<file path="src/rtl/scan_pkg.sv">
// Shared types and default widths for the scan shift-register driver.
package scan_pkg;

   localparam int unsigned DIN_N_DEF  = 160;
   localparam int unsigned DOUT_N_DEF = 160;

   typedef enum logic [2:0] {
      ST_IDLE    = 3'd0,
      ST_SHIFT   = 3'd1,
      ST_STROBE  = 3'd2,
      ST_CAPTURE = 3'd3,
      ST_DONE    = 3'd4
   } scan_state_e;

endpackage

</file>
<file path="src/rtl/scan_shreg.sv">
// Parallel-load shift register presenting its MSB; feeds the serial tx path.
module scan_shreg #(
   parameter int unsigned W = 8
) (
   input  logic         clk,
   input  logic         rst_n,
   input  logic         load,
   input  logic         shift,
   input  logic [W-1:0] din,
   output logic         msb_c
);

   logic [W-1:0] sr_q;
   logic [W-1:0] sr_shl_c;

   if (W == 1) begin : g_one
      assign sr_shl_c = '0;
   end else begin : g_multi
      assign sr_shl_c = {sr_q[W-2:0], 1'b0};
   end

   always_ff @(posedge clk or negedge rst_n) begin
      if (!rst_n) begin
         sr_q <= '0;
      end else if (load) begin
         sr_q <= din;
      end else if (shift) begin
         sr_q <= sr_shl_c;
      end
   end

   assign msb_c = sr_q[W-1];

endmodule

</file>
<file path="src/rtl/scan_shr_driver.sv">
// Drives one write/strobe/read-back transaction against an external scan shift register.
module scan_shr_driver
   import scan_pkg::*;
#(
   parameter int unsigned DIN_N  = DIN_N_DEF,
   parameter int unsigned DOUT_N = DOUT_N_DEF
) (
   input  logic              clk,
   input  logic              rst_n,
   input  logic              start,
   input  logic [DIN_N-1:0]  wdata,
   output logic              busy,
   output logic              done,
   output logic [DOUT_N-1:0] rdata,
   output logic              so,
   output logic              stb,
   input  logic              si
);

   localparam int unsigned CNT_MAX = (DIN_N > DOUT_N) ? DIN_N : DOUT_N;
   localparam int unsigned CNT_W   = $clog2(CNT_MAX + 1);

   scan_state_e       state_q;
   scan_state_e       state_d;
   logic [CNT_W-1:0]  cnt_q;
   logic [CNT_W-1:0]  cnt_d;
   logic              load_c;
   logic              shift_c;
   logic              tx_msb_c;
   logic              cap_q;
   logic [DOUT_N-1:0] rx_q;
   logic [DOUT_N-1:0] rx_shl_c;

   scan_shreg #(
      .W (DIN_N)
   ) u_tx (
      .clk   (clk),
      .rst_n (rst_n),
      .load  (load_c),
      .shift (shift_c),
      .din   (wdata),
      .msb_c (tx_msb_c)
   );

   if (DOUT_N == 1) begin : g_rx_one
      assign rx_shl_c = si;
   end else begin : g_rx_multi
      assign rx_shl_c = {rx_q[DOUT_N-2:0], si};
   end

   always_ff @(posedge clk or negedge rst_n) begin
      if (!rst_n) begin
         state_q <= ST_IDLE;
         cnt_q   <= '0;
      end else begin
         state_q <= state_d;
         cnt_q   <= cnt_d;
      end
   end

   always_comb begin
      state_d = state_q;
      cnt_d   = cnt_q;
      load_c  = 1'b0;
      shift_c = 1'b0;
      case (state_q)
         ST_IDLE: begin
            if (start) begin
               load_c  = 1'b1;
               cnt_d   = '0;
               state_d = ST_SHIFT;
            end
         end
         ST_SHIFT: begin
            shift_c = 1'b1;
            if (cnt_q == CNT_W'(DIN_N - 1)) begin
               cnt_d   = '0;
               state_d = ST_STROBE;
            end else begin
               cnt_d = cnt_q + CNT_W'(1);
            end
         end
         ST_STROBE: begin
            cnt_d   = '0;
            state_d = ST_CAPTURE;
         end
         ST_CAPTURE: begin
            if (cnt_q == CNT_W'(DOUT_N - 1)) begin
               cnt_d   = '0;
               state_d = ST_DONE;
            end else begin
               cnt_d = cnt_q + CNT_W'(1);
            end
         end
         ST_DONE: begin
            state_d = ST_IDLE;
         end
         default: begin
            state_d = ST_IDLE;
         end
      endcase
   end

   // Pins are registered from the current state, so they trail it by one cycle;
   // rx sampling follows the pin timeline via cap_q.
   always_ff @(posedge clk or negedge rst_n) begin
      if (!rst_n) begin
         so    <= 1'b0;
         stb   <= 1'b0;
         busy  <= 1'b0;
         done  <= 1'b0;
         cap_q <= 1'b0;
         rx_q  <= '0;
         rdata <= '0;
      end else begin
         so    <= (state_q == ST_SHIFT) && tx_msb_c;
         stb   <= (state_q == ST_STROBE);
         busy  <= (state_q == ST_SHIFT) || (state_q == ST_STROBE) ||
                  (state_q == ST_CAPTURE);
         done  <= (state_q == ST_DONE);
         cap_q <= (state_q == ST_CAPTURE);
         if (cap_q) begin
            rx_q <= rx_shl_c;
         end
         if (state_q == ST_DONE) begin
            rdata <= rx_shl_c;
         end
      end
   end

endmodule

</file>
<file path="config.mk">
export PLATFORM = sky130hd
export DESIGN_NAME = scan_shr_driver
export DESIGN_NICKNAME = d
export VERILOG_FILES = /design/src/rtl/scan_pkg.sv /design/src/rtl/scan_shreg.sv /design/src/rtl/scan_shr_driver.sv
export SDC_FILE = /design/constraint.sdc
export NUM_CORES = 1
export LEC_CHECK = 0
export ABC_AREA = 0
export BUFFER_PORTS_ARGS = -buffer_cell sky130_fd_sc_hd__buf_2
export CORE_ASPECT_RATIO = 1.25
export CORE_MARGIN = 3
export CORE_UTILIZATION = 25
export DETAILED_ROUTE_END_ITERATION = 16
export GPL_ROUTABILITY_DRIVEN = 0
export PLACE_DENSITY = 0.45
export SLEW_MARGIN = 20
export SYNTH_ARGS = -nofsm -noshare
export SYNTH_HDL_FRONTEND = slang
export SYNTH_SLANG_ARGS = --single-unit
export TNS_END_PERCENT = 1
</file>
<file path="constraint.sdc">
create_clock -name clk -period 1.6 [get_ports clk]
set_input_delay 0.08 -clock clk [delete_from_list [all_inputs] [get_ports clk]]
set_output_delay 0.08 -clock clk [all_outputs]
set_load 0.05 [all_outputs]
</file>
### Yosys cells after proc, flatten, opt, wreduce, memory -nomap -nowiden

Cells that the tools add are included.

| cells by class | value |
|---|---|
| reductions and logical operators | 9 |
| multiplexer cells | 12 |
| equality and inequality tests | 8 |
| add/subtract/negate cells | 1 |

Operator list:

| cell | count |
|---|---|
| 2-to-1 mux 160 bit | 2 |
| case mux 8 bit (3 select lines) | 1 |
| 2-to-1 mux 8 bit | 2 |
| case mux 3 bit (4 select lines) | 1 |
| 2-to-1 mux 3 bit | 3 |
| adder 8 x 1 -> 8 bit (second input constant) | 1 |
| equality test 8 bit (second input constant) | 1 |
| equality test 3 x 2 -> 1 bit (second input constant) | 2 |
| != test 2 bit (second input constant) | 3 |
| equality test 3 x 1 -> 1 bit (second input constant) | 1 |
| equality test 3 bit (second input constant) | 1 |
| logical NOT 3 bit | 1 |
| 2-to-1 mux 1 bit | 3 |
| AND reduction 3 bit | 1 |
| nonzero test 3 bit | 1 |
| logical OR 1 bit | 2 |
| AND reduction 2 bit | 1 |
| nonzero test 2 bit | 1 |
| OR reduction 2 bit | 1 |
| logical AND 1 bit | 1 |

| word-level totals | value |
|---|---|
| register bits after elaboration | 495 |
| logic and storage cells | 40 |
| input port bits | 164 |

### Depth between registers and ports, before layout

Gate-level depths: netlist (run 1).

| logic depth | value |
|---|---|
| depth after elaboration | 4 |
| depth in mapped cells | 8 |
| mapped depth without buffers | 5 |

### Cells and area by module

From an unflattened synthesis (run 1), not the netlist that was laid out.

| second synthesis, totals | value |
|---|---|
| cells, all modules | 1441 |
| area total of the unflattened synthesis | 19894.1 um^2 |

Modules (own cells, without submodules):

| module | cells an instance | instances | area each (um^2) |
|---|---|---|---|
| scan_shr_driver | 748 | 1 | 12540.8 |
| scan_shreg | 693 | 1 | 7353.3 |

### Worst setup path after synthesis (run 1)

Ideal clock, no wire load.

| timing path | value |
|---|---|
| path kind | register to register |
| start point | register state_q[0] |
| end point | register rdata[100] |
| data required time | 1475 ps |
| cell stages (with the launch flop) | 7 |
| arrival time | 1412 ps |
| path buffers | 4 |
| setup slack | 63 ps |
| clock period less this slack | 1537 ps |
| cell sequence | dfrtp_1 -> buf_2 -> nor3b_2 -> buf_4 -> buf_6 -> buf_6 -> mux2_2 |

| between the ends | value |
|---|---|
| word-level cells in the longest chain between the ends | 1 |

Ends and longest elaborated chain:

| item | RTL line | text |
|---|---|---|
| start: declaration | scan_shr_driver.sv:23 | `scan_state_e state_q;` |
| start signal: assignment | scan_shr_driver.sv:56 | `state_q <= state_d;` |
| equality test 3 bit | scan_shr_driver.sv:125 | `if (state_q == ST_DONE) begin` |
| end signal: assignment | scan_shr_driver.sv:126 | `rdata <= rx_shl_c;` |
| end: declaration | scan_shr_driver.sv:14 | `output logic [DOUT_N-1:0] rdata,` |

No other way between the ends.
A chain may end at the register's enable or synchronous reset.

### Final worst setup path (run 1)

| timing path | value |
|---|---|
| start point | register state_q[1] |
| end point | register rdata[124] |

The elaborated chain is that of the path after synthesis.

==> results.md, run 1 <==
- The final number of hold-violating endpoints was 0.
- Per report_power, the clock group accounts for 49.2% of the total.
- The data arrival time of the critical path is 2150 ps.
- In the final design database the tool counted 2142 nets.
- The buffer type at the clock tree root is clkbuf_16.
- After synthesis, the mean cell area works out to 13.45 sq um.
- In this run, flip-flops and latches consume 47.0% of the power.
- The kind of path behind the tightest hold check is in -> reg.
- From synthesis to final layout, the design area changed by 36.99%.
- The clock network latency to the later pin of the worst-skew pair is 610 ps.
- The worst-case clock skew is 18.90 ps.
- The relative max-transition margin is 69.65%.
- The core region is 0.07635 sq mm.
- In this run the horizontal extent of the chip is 254.8 um.
- Of the total power, the share spent switching nets is 21.56%.
- The number of remaining DRC errors is 0.
- TritonCTS built the clock tree.
- The first global-routing pass estimated 77540 um of wire.
- The final standard cell utilization of the core is 34.71%.
- The number of clock sinks is 495.
- The number of nets handed over by synthesis was 1603.
- For this run the aggregate overflow at the end of global routing stands at 0.
- Summed over all instances, the cell type with the most area after synthesis is dfrtp_1.
- The share of post-route cells with drive strength above 1 is 41.46%.
- The synthesized netlist contains 36 unique library cells.
- In this run the cell area of the synthesized design comes to 0.01934 sq mm.
- Global routing consumed, over all layers together, 11.87% of the routing resources.
- After synthesis the netlist holds a flip-flop and latch count of 495.
- The max-capacitance violation count is 0.
- STA classifies the critical path startpoint as a register.
- The internal power consumption is 21.28 mW.
- The die covers 0.08077 sq mm.
- The total non-filler cell area in the finished layout is 0.02650 sq mm.
- Summed over all nets, the switching power comes to 5.847 mW.
- Setup repair after global routing could not meet its margin everywhere.
- After detailed routing, the average wire length per cell comes to 16.42 um.
- The worst-case IR drop observed on VDD is 0.0007734 V.
- The effective utilization at floorplan is 25.34%.
- The total number of H-tree levels is 2.
- The fraction of registers with async set/reset is 100.0%.
- Of the available clock period, the critical path in the final layout requires 103.3%.
- The number of antenna violations at the first check in global routing came to 1.
- The part of the total power dissipated in combinational logic is 3.9%.
- The count of synthesis-stage warnings from yosys is 0.
- In this run the vertical extent of the chip is 317.0 um.
- After routing, the total negative slack on setup checks comes to -2562 ps.
- The measured slew at the worst slew-check pin is 455.2 ps.
- Data on the critical path is required at its endpoint by 2090 ps.
- The final worst setup slack is -52.73 ps.
- The number of global-route vias before repair is 13990.
- The power density normalized to cell area is 1024 mW/mm^2.
- 0 antenna diodes ended up in the layout.
- Static timing analysis puts the maximum clock frequency at 605.1 MHz.
- The most instantiated flip-flop cell in the synthesis netlist is dfrtp_1.
- The count of buffers inserted at the top-level ports is 327.
- The number of flops mapped to enable cells by yosys is 0.
- After synthesis, the most frequently instantiated cells are 495 x dfrtp_1, 321 x nand2_1, 319 x mux2_2.
- The final routed wirelength across all metal layers is 49180 um.
- The maximum root-to-sink buffer count is 3.
- The kind of end point of the critical path is a register.
- The initialized floorplan defines 113 standard-cell rows.
- Summed over its instances, the top area cell type makes up 64.04% of the synthesized netlist area.
- Sorting the synthesized cells by area gives the leading types as dfrtp_1 64%, mux2_2 19%, nand2_1 6.2%.
- The cell count after synthesis is 1438.
- Summing over every cut layer, the via total after detailed routing is 13230.
- In this run, CTS created clock tree buffers numbering 56.
- Setup violations remaining at the end of the flow were counted as 126.
- The flow ran to the end, but the final reports show violations.
- Using the TritonRoute via totals, the vias-per-cell ratio works out to 4.417.
- Of all nets on the critical path, the largest fanout is 19.
- The HPWL after detailed placement is 33220 um.
- The shortest period the worst path allows is 1653 ps.
- The sequential element share of the synthesized area is 64.04%.
- The final max-slew violation count is 0.
- The final reports fail on negative setup slack.
- 328 I/O pins were placed.
- The clock transition at the registers of the reported paths is 70 ps.
- Entering global routing, the biggest net connects 87 pins.
- The first routing iteration left 609 violations.
- The remaining number of nets flagged by the antenna check after routing is 0.
- The leakage power figure is 13.61 nW.
- The cell with the most instances after synthesis is dfrtp_1.
- The critical path is of the reg -> reg type.
- The number of iterations in the first detailed-routing pass is 5.
- Once placement finished, the instance area stood at 0.02252 sq mm.
routing by layer:
layer / track usage (%) / wire [um] / up-vias
li1: - / - / 6129
met1: 14.53 / 20520 / 6726
met2: 20.63 / 24930 / 299
met3: 2.961 / 2601 / 76
met4: 3.500 / 1120 / 2
met5: 0 / 10 / -
cells by family (layout without fill, tap and decap cells):
group                      count (synthesis)  in the layout  share of synthesized area [%]
and+or+nand+nor                          347            347                          7.122
AOI/OAI and AO/OA                        180            180                          6.818
adders and majority gates                  1              1                        0.06467
DFF                                      495            495                          64.04
muxes                                    320            320                          18.62
buffers and inverters                     94            675                          3.292
xor gates and xnor gates                   1              1                        0.04529
power by group through the flow:
stage	registers, mW	logic [mW]	clock network [mW]
5_1_grt	12.8	1.18	14.4
4_1_cts	12.7	1.08	13.9
2_1_floorplan	13.0	0.144	0
3_5_place_dp	13.0	0.750	0
3_3_place_gp	13.0	0.728	0
6_report	12.7	1.05	13.3
sequential cells by signal, summed over array words and instances (netlist names):
signal and count:
u_tx.sr_q 160, cap_q 1, stb 1, cnt_q 8
rdata 160, state_q 3, rx_q 159, so 1
done 1, busy 1
placed cells by master, fill, tap and decap left out, types with 6 or more instances in the layout:
| cell type | netlist | layout |
|---|---|---|
| o21ai_0 | 10 | 10 |
| buf_6 | 22 | 6 |
| clkinv_2 | 0 | 6 |
| mux2_4 | 0 | 40 |
| nand2_1 | 321 | 317 |
| buf_2 | 50 | 326 |
| bufinv_16 | 0 | 6 |
| buf_4 | 15 | 41 |
| buf_12 | 0 | 27 |
| clkbuf_16 | 0 | 59 |
| mux2_2 | 319 | 279 |
| dfrtp_1 | 495 | 491 |
| clkbuf_8 | 0 | 14 |
| dlygate4sd3_1 | 0 | 164 |
| clkbuf_1 | 6 | 8 |
| a22oi_1 | 158 | 157 |
through the flow:
step | hold slack (ps) | total power [mW] | cells | setup slack (ps)
finish | 218.3 | 27.13 | 2996 | -52.73
global route | 191.4 | 28.29 | 2996 | -79.69
CTS | 157.3 | 27.72 | 2992 | -64.78
detailed placement | 3.133 | 13.72 | 2726 | -123.5
global placement | 0.8542 | 13.69 | 2726 | -91.33
floorplan | -215.6 | 13.10 | 1438 | 63.04
final timing paths:
check / start / slack, ps / cells past startpoint / end
max: state_q[1]$_DFFE_PN0P_ / -50 / 4 / rdata[124]$_DFFE_PN0P_
min: wdata[23] / 220 / 4 / u_tx.sr_q[23]$_DFFE_PN0P_
max reg2reg: state_q[1]$_DFFE_PN0P_ / -50 / 4 / rdata[124]$_DFFE_PN0P_
min reg2reg: u_tx.sr_q[60]$_DFFE_PN0P_ / 470 / 2 / u_tx.sr_q[60]$_DFFE_PN0P_
max in group asynchronous: rst_n / 300 / 5 / u_tx.sr_q[49]$_DFFE_PN0P_
min in group asynchronous: rst_n / 510 / 3 / rdata[73]$_DFFE_PN0P_
final cells by class:
type / count / area [sq um]
Clock inverter: 22 / 316.6
Fill cell: 7550 / 49850
Sequential cell: 495 / 12390
Timing Repair Buffer: 574 / 4419
Inverter: 1 / 3.754
Clock buffer: 78 / 1624
Multi-Input combinational cell: 849 / 6518
Tap cell: 977 / 1222
timing repair:
action	in CTS	in global routing
pin swaps	2	4
hold buffers	164	0
endpoints found under the setup margin	297	264
buffers inserted	2	1
resized for setup	11	63
cloned	0	3
hold endpoints to repair	658	0
worst max-delay path, cell delays in order (launching register included):
cell	delay (ps)
dfrtp_2	470
nor3b_4	230
buf_12	220
clkbuf_16	240
mux2_2	350
Power figures use the tool's default switching activity.
==> run 2: changes to the inputs <==
REMOVE_ABC_BUFFERS = 1   (was default)
==> results.md, run 2 (synthesized netlist as in run 1, its figures left out) <==
- The number of cells on the worst hold path is 4 (unchanged).
- The worst hold path endpoint is u_tx.sr_q[77]$_DFFE_PN0P_.
- The HPWL after detailed placement was 33460 um (+0.74%).
- The wire length of the first global-routing pass was 78430 um (+1.1%).
- The path class of the tightest hold or removal check is in -> reg.
- The data required time of the critical path is 2070 ps (-20 ps).
- The core box area came to 0.07635 sq mm (unchanged).
- The most common cell after layout, fill and taps aside is dfrtp_1.
- The power density normalized to cell area came to 991.0 mW/mm^2 (-3.2%).
- The number of DRC violations after detailed-routing iteration 0 was 586 (-3.8%).
- The checks that failed: negative setup slack.
- The maximum resistive drop on vdd was 0.0007060 V (-8.7%).
- The final worst setup slack is -52.65 ps (+0.08110 ps).
- The post-route clock period utilization is 103.3% (about the same).
- The largest net degree at the start of global routing was 76 (-13%).
- The worst register-to-register path begins at state_q[1]$_DFFE_PN0P_.
- The top-level port count was 328 (unchanged).
- The number of vias per cell after detailed routing is 4.365 (-1.2%).
- The internal power consumption is 20.45 mW (-3.9%).
- The endpoint identified for the worst register-to-register timing path is rdata[5]$_DFFE_PN0P_.
- The max-capacitance violation count came to 0 (unchanged).
- The number of nets in the finished design is 2153 (+0.51%).
- The die extent in y came to 317.0 um (unchanged).
- The maximum root-to-sink buffer count was 3 (unchanged).
- The worst-case clock skew came to 20.54 ps (+1.637 ps).
- The remaining number of nets flagged by the antenna check after routing is 0 (unchanged).
- The row count is 113 (unchanged).
- The buffer type at the clock tree root is clkbuf_16.
- The worst hold path begins at wdata[77].
- The final setup violation count came to 129 (+2.4%).
- The shortest period the worst path allows is 1653 ps (-0.08110 ps).
- The highest cell delay on the worst timing path is 450 ps (-20 ps).
- The number of global-route vias before repair was 13900 (-0.62%).
- The total number of vias came to 13120 (-0.88%).
- The data arrival time of the critical path was 2120 ps (-30 ps).
- The total number of H-tree levels is 2 (unchanged).
- The clock transition at the registers of the reported paths is 60 ps (about the same).
- The final routed wirelength across all metal layers is 48820 um (-0.74%).
- The final number of hold-violating endpoints is 0 (unchanged).
- The share of post-route cells with drive strength above 1 is 41.44% (about the same).
- In the layout the commonest cells are 491 x dfrtp_1, 326 x buf_2, 316 x nand2_1, 277 x mux2_2, 164 x dlygate4sd3_1.
- The biggest fanout along the worst timing path is 25 (+6).
- The kind of end point of the critical path is a register.
- The number of clock sinks is 495 (unchanged).
- The leakage power figure is 13.54 nW (-0.54%).
- The die outline width is 254.8 um (unchanged).
- The switching share of power was 21.55% (about the same).
- The number of remaining DRC errors is 0 (unchanged).
- The relative max-transition margin came to 70.43% (+0.78 points).
- On the critical path, the stage with the largest delay is an instance of dfrtp_2.
- The part of the total power dissipated in combinational logic came to 4.0% (about the same).
- The register-to-register setup slack is -50 ps (about the same).
- The number of antenna violations at the first check in global routing is 1 (unchanged).
- The overall die area was 0.08077 sq mm (unchanged).
- The number of iterations in the first detailed-routing pass came to 5 (unchanged).
- The proportion of power drawn by flip-flops and latches came to 48.9% (+1.9 points).
- The measured slew at the worst slew-check pin is 443.6 ps (-11.66 ps).
- The leftover overflow at the end of global routing is 0 (unchanged).
- The pre-CTS setup slack was -88.22 ps (+35.33 ps).
- The switching power total is 5.616 mW (-4.0%).
- The number of cell instances on the worst register-to-register path came to 4 (unchanged).
- The count of buffers inserted at the top-level ports is 327 (unchanged).
- The start-to-end type of the worst setup path is reg -> reg.
- The number of buffers inserted during clock tree synthesis is 54 (-3.6%).
- The sort of element at the start of the critical path is a register.
- The number of placed cells counting well taps is 2745 (+0.70%).
- The post-synthesis to final-layout area growth is 35.96%.
- Setup repair after global routing could not meet its margin everywhere.
- The global routing usage summed across all routing layers is 12.12% (+0.25 points).
- The buffer count from post-CTS setup fixing is 0 (-2).
- The run finished, with violations left.
- The number of cells in the finished layout apart from fillers is 3005 (+0.30%).
- The largest registers in the layout are rdata: 160 flops, u_tx.sr_q: 160 flops, rx_q: 159 flops.
- The peak clock frequency supported by timing is 605.1 MHz (about the same).
- The final max-slew violation count was 0 (unchanged).
- The average wire per cell in the routed design is 16.24 um (-1.0%).
- The clock network latency to the later pin of the worst-skew pair is 600 ps (about the same).
- The clock group share of total power came to 47.1% (-2.1 points).
- The CTS tree is built.
- The critical path goes through nor3b_4, buf_12, buf_16, mux2_2.
- The effective utilization at floorplan is 25.34% (unchanged).
==> run 2: cell type report <==
class	count	area [sq um]
antenna	1	2.502
clock buffer	80	1569
clock inverter	15	173.9
fill	7605	50050
inverter	1	3.754
multi-input combinational	849	6523
sequential	495	12390
tap	977	1222
timing repair buffer	587	4412
==> run 2: worst max-delay path, delay by kind of cell, from the launching register on <==
| family | cells | cell delay, ps |
|---|---|---|
| flops | 1 | 450 |
| mux | 1 | 350 |
| buf+inv | 2 | 390 |
| simple gates | 1 | 320 |
==> run 2: worst max path at each step <==
stage                                start                   endpoint  slack [ps]  cells after the start
CTS                 state_q[1]$_DFFE_PN0P_      rdata[32]$_DFFE_PN0P_         -90                      4
detailed placement  state_q[2]$_DFFE_PN0P_      rdata[54]$_DFFE_PN0P_         -90                      4
global placement    state_q[0]$_DFFE_PN0P_  u_tx.sr_q[67]$_DFFE_PN0P_        -110                      5
floorplan           state_q[1]$_DFFE_PN0P_   u_tx.sr_q[0]$_DFFE_PN0P_      -12720                      3
global route        state_q[1]$_DFFE_PN0P_      rdata[20]$_DFFE_PN0P_        -160                      4
finish              state_q[1]$_DFFE_PN0P_       rdata[5]$_DFFE_PN0P_         -50                      4
==> run 2: routing by layer <==
| layer | wire, um | track usage [%] | up-vias |
|---|---|---|---|
| li1 | - | - | 6124 |
| met1 | 21230 | 15.56 | 6569 |
| met2 | 23020 | 19.94 | 356 |
| met3 | 3515 | 3.616 | 67 |
| met4 | 1052 | 3.189 | 0 |
| met5 | 0 | 0 | - |
==> run 2: what timing repair did <==
item / in CTS / in global routing
pin swaps: 1 / 0
setup endpoints to repair: 274 / 339
hold endpoints to repair: 658 / 5
hold buffers: 164 / 1
gates resized for setup: 40 / 23
==> run 2: power groups by stage <==
stage | clock, mW | sequential (mW) | combinational (mW)
6_report | 12.3 | 12.8 | 1.03
2_1_floorplan | 0 | 13.0 | 0.152
4_1_cts | 12.9 | 12.7 | 1.06
5_1_grt | 13.4 | 12.8 | 1.17
3_3_place_gp | 0 | 13.0 | 0.722
3_5_place_dp | 0 | 13.0 | 0.736
==> run 2: metrics by stage <==
stage | hold WS [ps] | util [%] | area [sq um] | TNS (ps) | power [mW]
global placement | 31.65 | 29.71 | 22690 | -7220 | 13.69
CTS | 161.4 | 34.34 | 26220 | -10140 | 26.70
detailed placement | 30.30 | 29.71 | 22690 | -12490 | 13.71
floorplan | -215.6 | - | 18710 | -3416790 | 13.11
global route | 209.7 | 34.44 | 26300 | -18860 | 27.28
finish | 238.3 | 34.45 | 26300 | -2718 | 26.06
==> run 3: changes to the inputs <==
ABC_AREA = 1   (was 0)
CAP_MARGIN = 10   (was default)
==> results.md, run 3 <==
- The count of buffers inserted at the top-level ports is 327 (unchanged).
- The summed instance area of the synthesized netlist is 0.01965 sq mm (+1.6%).
- Setup repair after global routing could not meet its margin everywhere.
- The average wire per cell in the routed design was 15.03 um (-7.5%).
- The clock transition at the registers of the reported paths is 60 ps (about the same).
- By startpoint and endpoint, the worst setup path is classified as reg -> reg.
- The run finished with clean final reports.
- The library cell used most frequently in the layout, excluding fill and tap cells, is nand2_1.
- The peak clock frequency supported by timing is 653.2 MHz (+8.0%).
- The final standard cell utilization of the core is 34.14% (-0.30 points).
- The measured slew at the worst slew-check pin is 613.9 ps (+170.3 ps).
- The max-capacitance violation count came to 0 (unchanged).
- The final max-slew violation count is 0 (unchanged).
- The data required time of the critical path came to 2110 ps (+40 ps).
- The CTS tree is built.
- The number of flops mapped to enable cells by yosys is 0 (unchanged).
- The kind of end point of the critical path is a register.
- The number of buffers inserted during clock tree synthesis was 55 (+1.9%).
- The row count is 114 (+0.88%).
- The final number of hold-violating endpoints is 0 (unchanged).
- The register area is 0.01239 sq mm (about the same).
- The maximum root-to-sink buffer count is 3 (unchanged).
- After synthesis, the most frequently instantiated cells are 676 x nand2_1, 495 x dfrtp_1, 327 x nand3_1.
- The cell count after synthesis came to 2163 (+50%).
- The number of DRC violations after detailed-routing iteration 0 is 1224 (+110%).
- The share of post-route cells with drive strength above 1 is 18.63% (-23 points).
- The wire length of the first global-routing pass is 92320 um (+18%).
- The top-level port count is 328 (unchanged).
- The effective utilization at floorplan was 25.32% (about the same).
- The worst-case clock skew is 19.76 ps (-0.7804 ps).
- The number of remaining DRC errors is 0 (unchanged).
- Leaving out fill and tap cells, the most frequent cells in the layout are 674 x nand2_1, 494 x dfrtp_1, 326 x nand3_1, 326 x buf_2, 323 x o21ai_0.
- The number of iterations in the first detailed-routing pass came to 6 (+1).
- The global routing usage summed across all routing layers is 13.62% (+1.5 points).
- The sort of element at the start of the critical path is a register.
- The count of synthesis-stage warnings from yosys came to 0 (unchanged).
- The leakage power figure is 12.72 nW (-6.0%).
- The total inserted antenna cells is 0 (-1).
- The buffer type at the clock tree root is clkbuf_16.
- The total number of H-tree levels is 2 (unchanged).
- The final setup violation count is 0 (-100%).
- The biggest fanout along the worst timing path is 144 (+480%).
- The unique cell type count in the Yosys netlist came to 22 (-39%).
- The number of global-route vias before repair was 16880 (+21%).
- The clock network latency to the later pin of the worst-skew pair is 610 ps (about the same).
- The die extent in y came to 319.4 um (+0.76%).
- The number of nets in the finished design is 2806 (+30%).
- The final routed wirelength across all metal layers is 56040 um (+15%).
- Summed over all instances, the cell type with the most area after synthesis is dfrtp_1.
- The maximum resistive drop on vdd is 0.001082 V (+53%).
- The average footprint of a synthesized cell is 9.082 sq um (-32%).
- The HPWL after detailed placement is 37040 um (+11%).
- The die outline width is 256.7 um (+0.76%).
- The portion of synthesized cell area occupied by the leading cell type came to 63.05% (-0.98 points).
- The filler cell count in the final layout is 8035 (+5.7%).
- The leftover overflow at the end of global routing is 0 (unchanged).
- The buffer count from post-CTS setup fixing is 0 (unchanged).
- In this run the worst hold path is classified as in -> async.
- The post-synthesis to final-layout area growth is 34.86%.
- By instance count, the leading cell after synthesis is nand2_1.
- The power density normalized to cell area was 1358 mW/mm^2 (+37%).
- The remaining number of nets flagged by the antenna check after routing is 0 (unchanged).
- The synthesized flop and latch total is 495 (unchanged).
- The core box area is 0.07759 sq mm (+1.6%).
- The sequential element share of the synthesized area was 63.05% (-0.98 points).
- For this run, the leading register cell type out of synthesis is dfrtp_1.
- The area of the multi-input gates is 0.005949 sq mm (-8.8%).
- The overall die area was 0.08200 sq mm (+1.5%).
- In the final layout, the registers with the most flip-flops are rdata: 160 flops, u_tx.sr_q: 160 flops, rx_q: 159 flops.
- The hold slack is 227.4 ps (-10.91 ps).
- The shortest period the worst path allows came to 1531 ps (-121.8 ps).
- The number of vias per cell after detailed routing is 4.388 (+0.52%).
- The total number of vias came to 16360 (+25%).
- The number of antenna violations at the first check in global routing is 0 (-1).
- By area the synthesized netlist is led by dfrtp_1 63%, nand2_1 13%, nand3_1 8.3%.
- The relative max-transition margin is 59.07% (-11 points).
- The fraction of registers with async set/reset is 100.0% (unchanged).
- The post-route clock period utilization is 95.68% (-7.6 points).
- The number of clock sinks came to 495 (unchanged).
- The largest net degree at the start of global routing came to 145 (+91%).
- The data arrival time of the critical path is 2050 ps (-70 ps).
## run 3: worst paths after layout
path                                        start                          to  slack [ps]  cells after the start
min in group clk                       wdata[159]  u_tx.sr_q[159]$_DFFE_PN0P_         230                      4
max in group asynchronous                   rst_n       rdata[72]$_DFFE_PN0P_         950                      4
setup / recovery           state_q[0]$_DFFE_PN0P_       rdata[36]$_DFFE_PN0P_          70                      4
setup reg to reg           state_q[0]$_DFFE_PN0P_       rdata[36]$_DFFE_PN0P_          70                      4
hold reg to reg              rx_q[49]$_DFFE_PN0P_        rx_q[50]$_DFFE_PN0P_         480                      2
hold / removal                              rst_n      rdata[112]$_DFFE_PN0P_         230                      3
## run 3: kinds of logic after synthesis
logic type	Yosys count	synth area share (%)
adders and majority gates	1	0.06368
and+or+nand+nor	1023	21.74
buffers and inverters	318	6.828
AOI/OAI and AO/OA	326	8.318
DFF	495	63.05
## run 3: final cells by class
class	count	area share (%)
Tap cell	1044	4.931
Sequential cell	495	46.77
Clock buffer	79	6.064
Timing Repair Buffer	562	16.20
Multi-Input combinational cell	1350	22.46
Clock inverter	21	1.048
Inverter	177	2.527
## run 3: per-layer routing
| layer | share of wire [%] | GRT usage (%) | routed length, um | vias to the layer above |
|---|---|---|---|---|
| li1 | - | - | - | 7888 |
| met1 | 45 | 18.34 | 25270 | 7957 |
| met2 | 46 | 22.08 | 25880 | 433 |
| met3 | 6.5 | 3.255 | 3629 | 79 |
| met4 | 2.2 | 3.479 | 1260 | 0 |
| met5 | 0 | 0 | 0 | - |
## run 3: power breakdown
group          switching, mW  internal, mW
registers               1.12          14.4
logic                   4.46          2.77
clock network           5.26          7.92
total                   10.8          25.1
## run 3: critical path, cell delays in order (launching register included)
cell	delay, ps
dfrtp_1	450
nor2_2	210
nand2_4	100
buf_16	200
o21ai_0	310
## run 3: per-stage QoR
stage	setup WS (ps)	TNS, ps	cell area (sq um)	power (mW)	std cells
6_report	69.12	0	26490	35.97	3728
5_1_grt	-30.91	-216.8	26490	38.22	3728
4_1_cts	63.23	0	26480	36.71	3728
3_3_place_gp	81.81	0	22940	22.60	3464
2_1_floorplan	-4552	-1871180	18970	18.54	2022
3_5_place_dp	78.80	0	22940	22.79	3464
## run 3: repair_timing
action / 4_1_cts / 5_1_grt
gates resized for setup: 0 / 5
hold endpoints to repair: 662 / 0
hold buffers: 164 / 0
setup endpoints to repair: 0 / 87
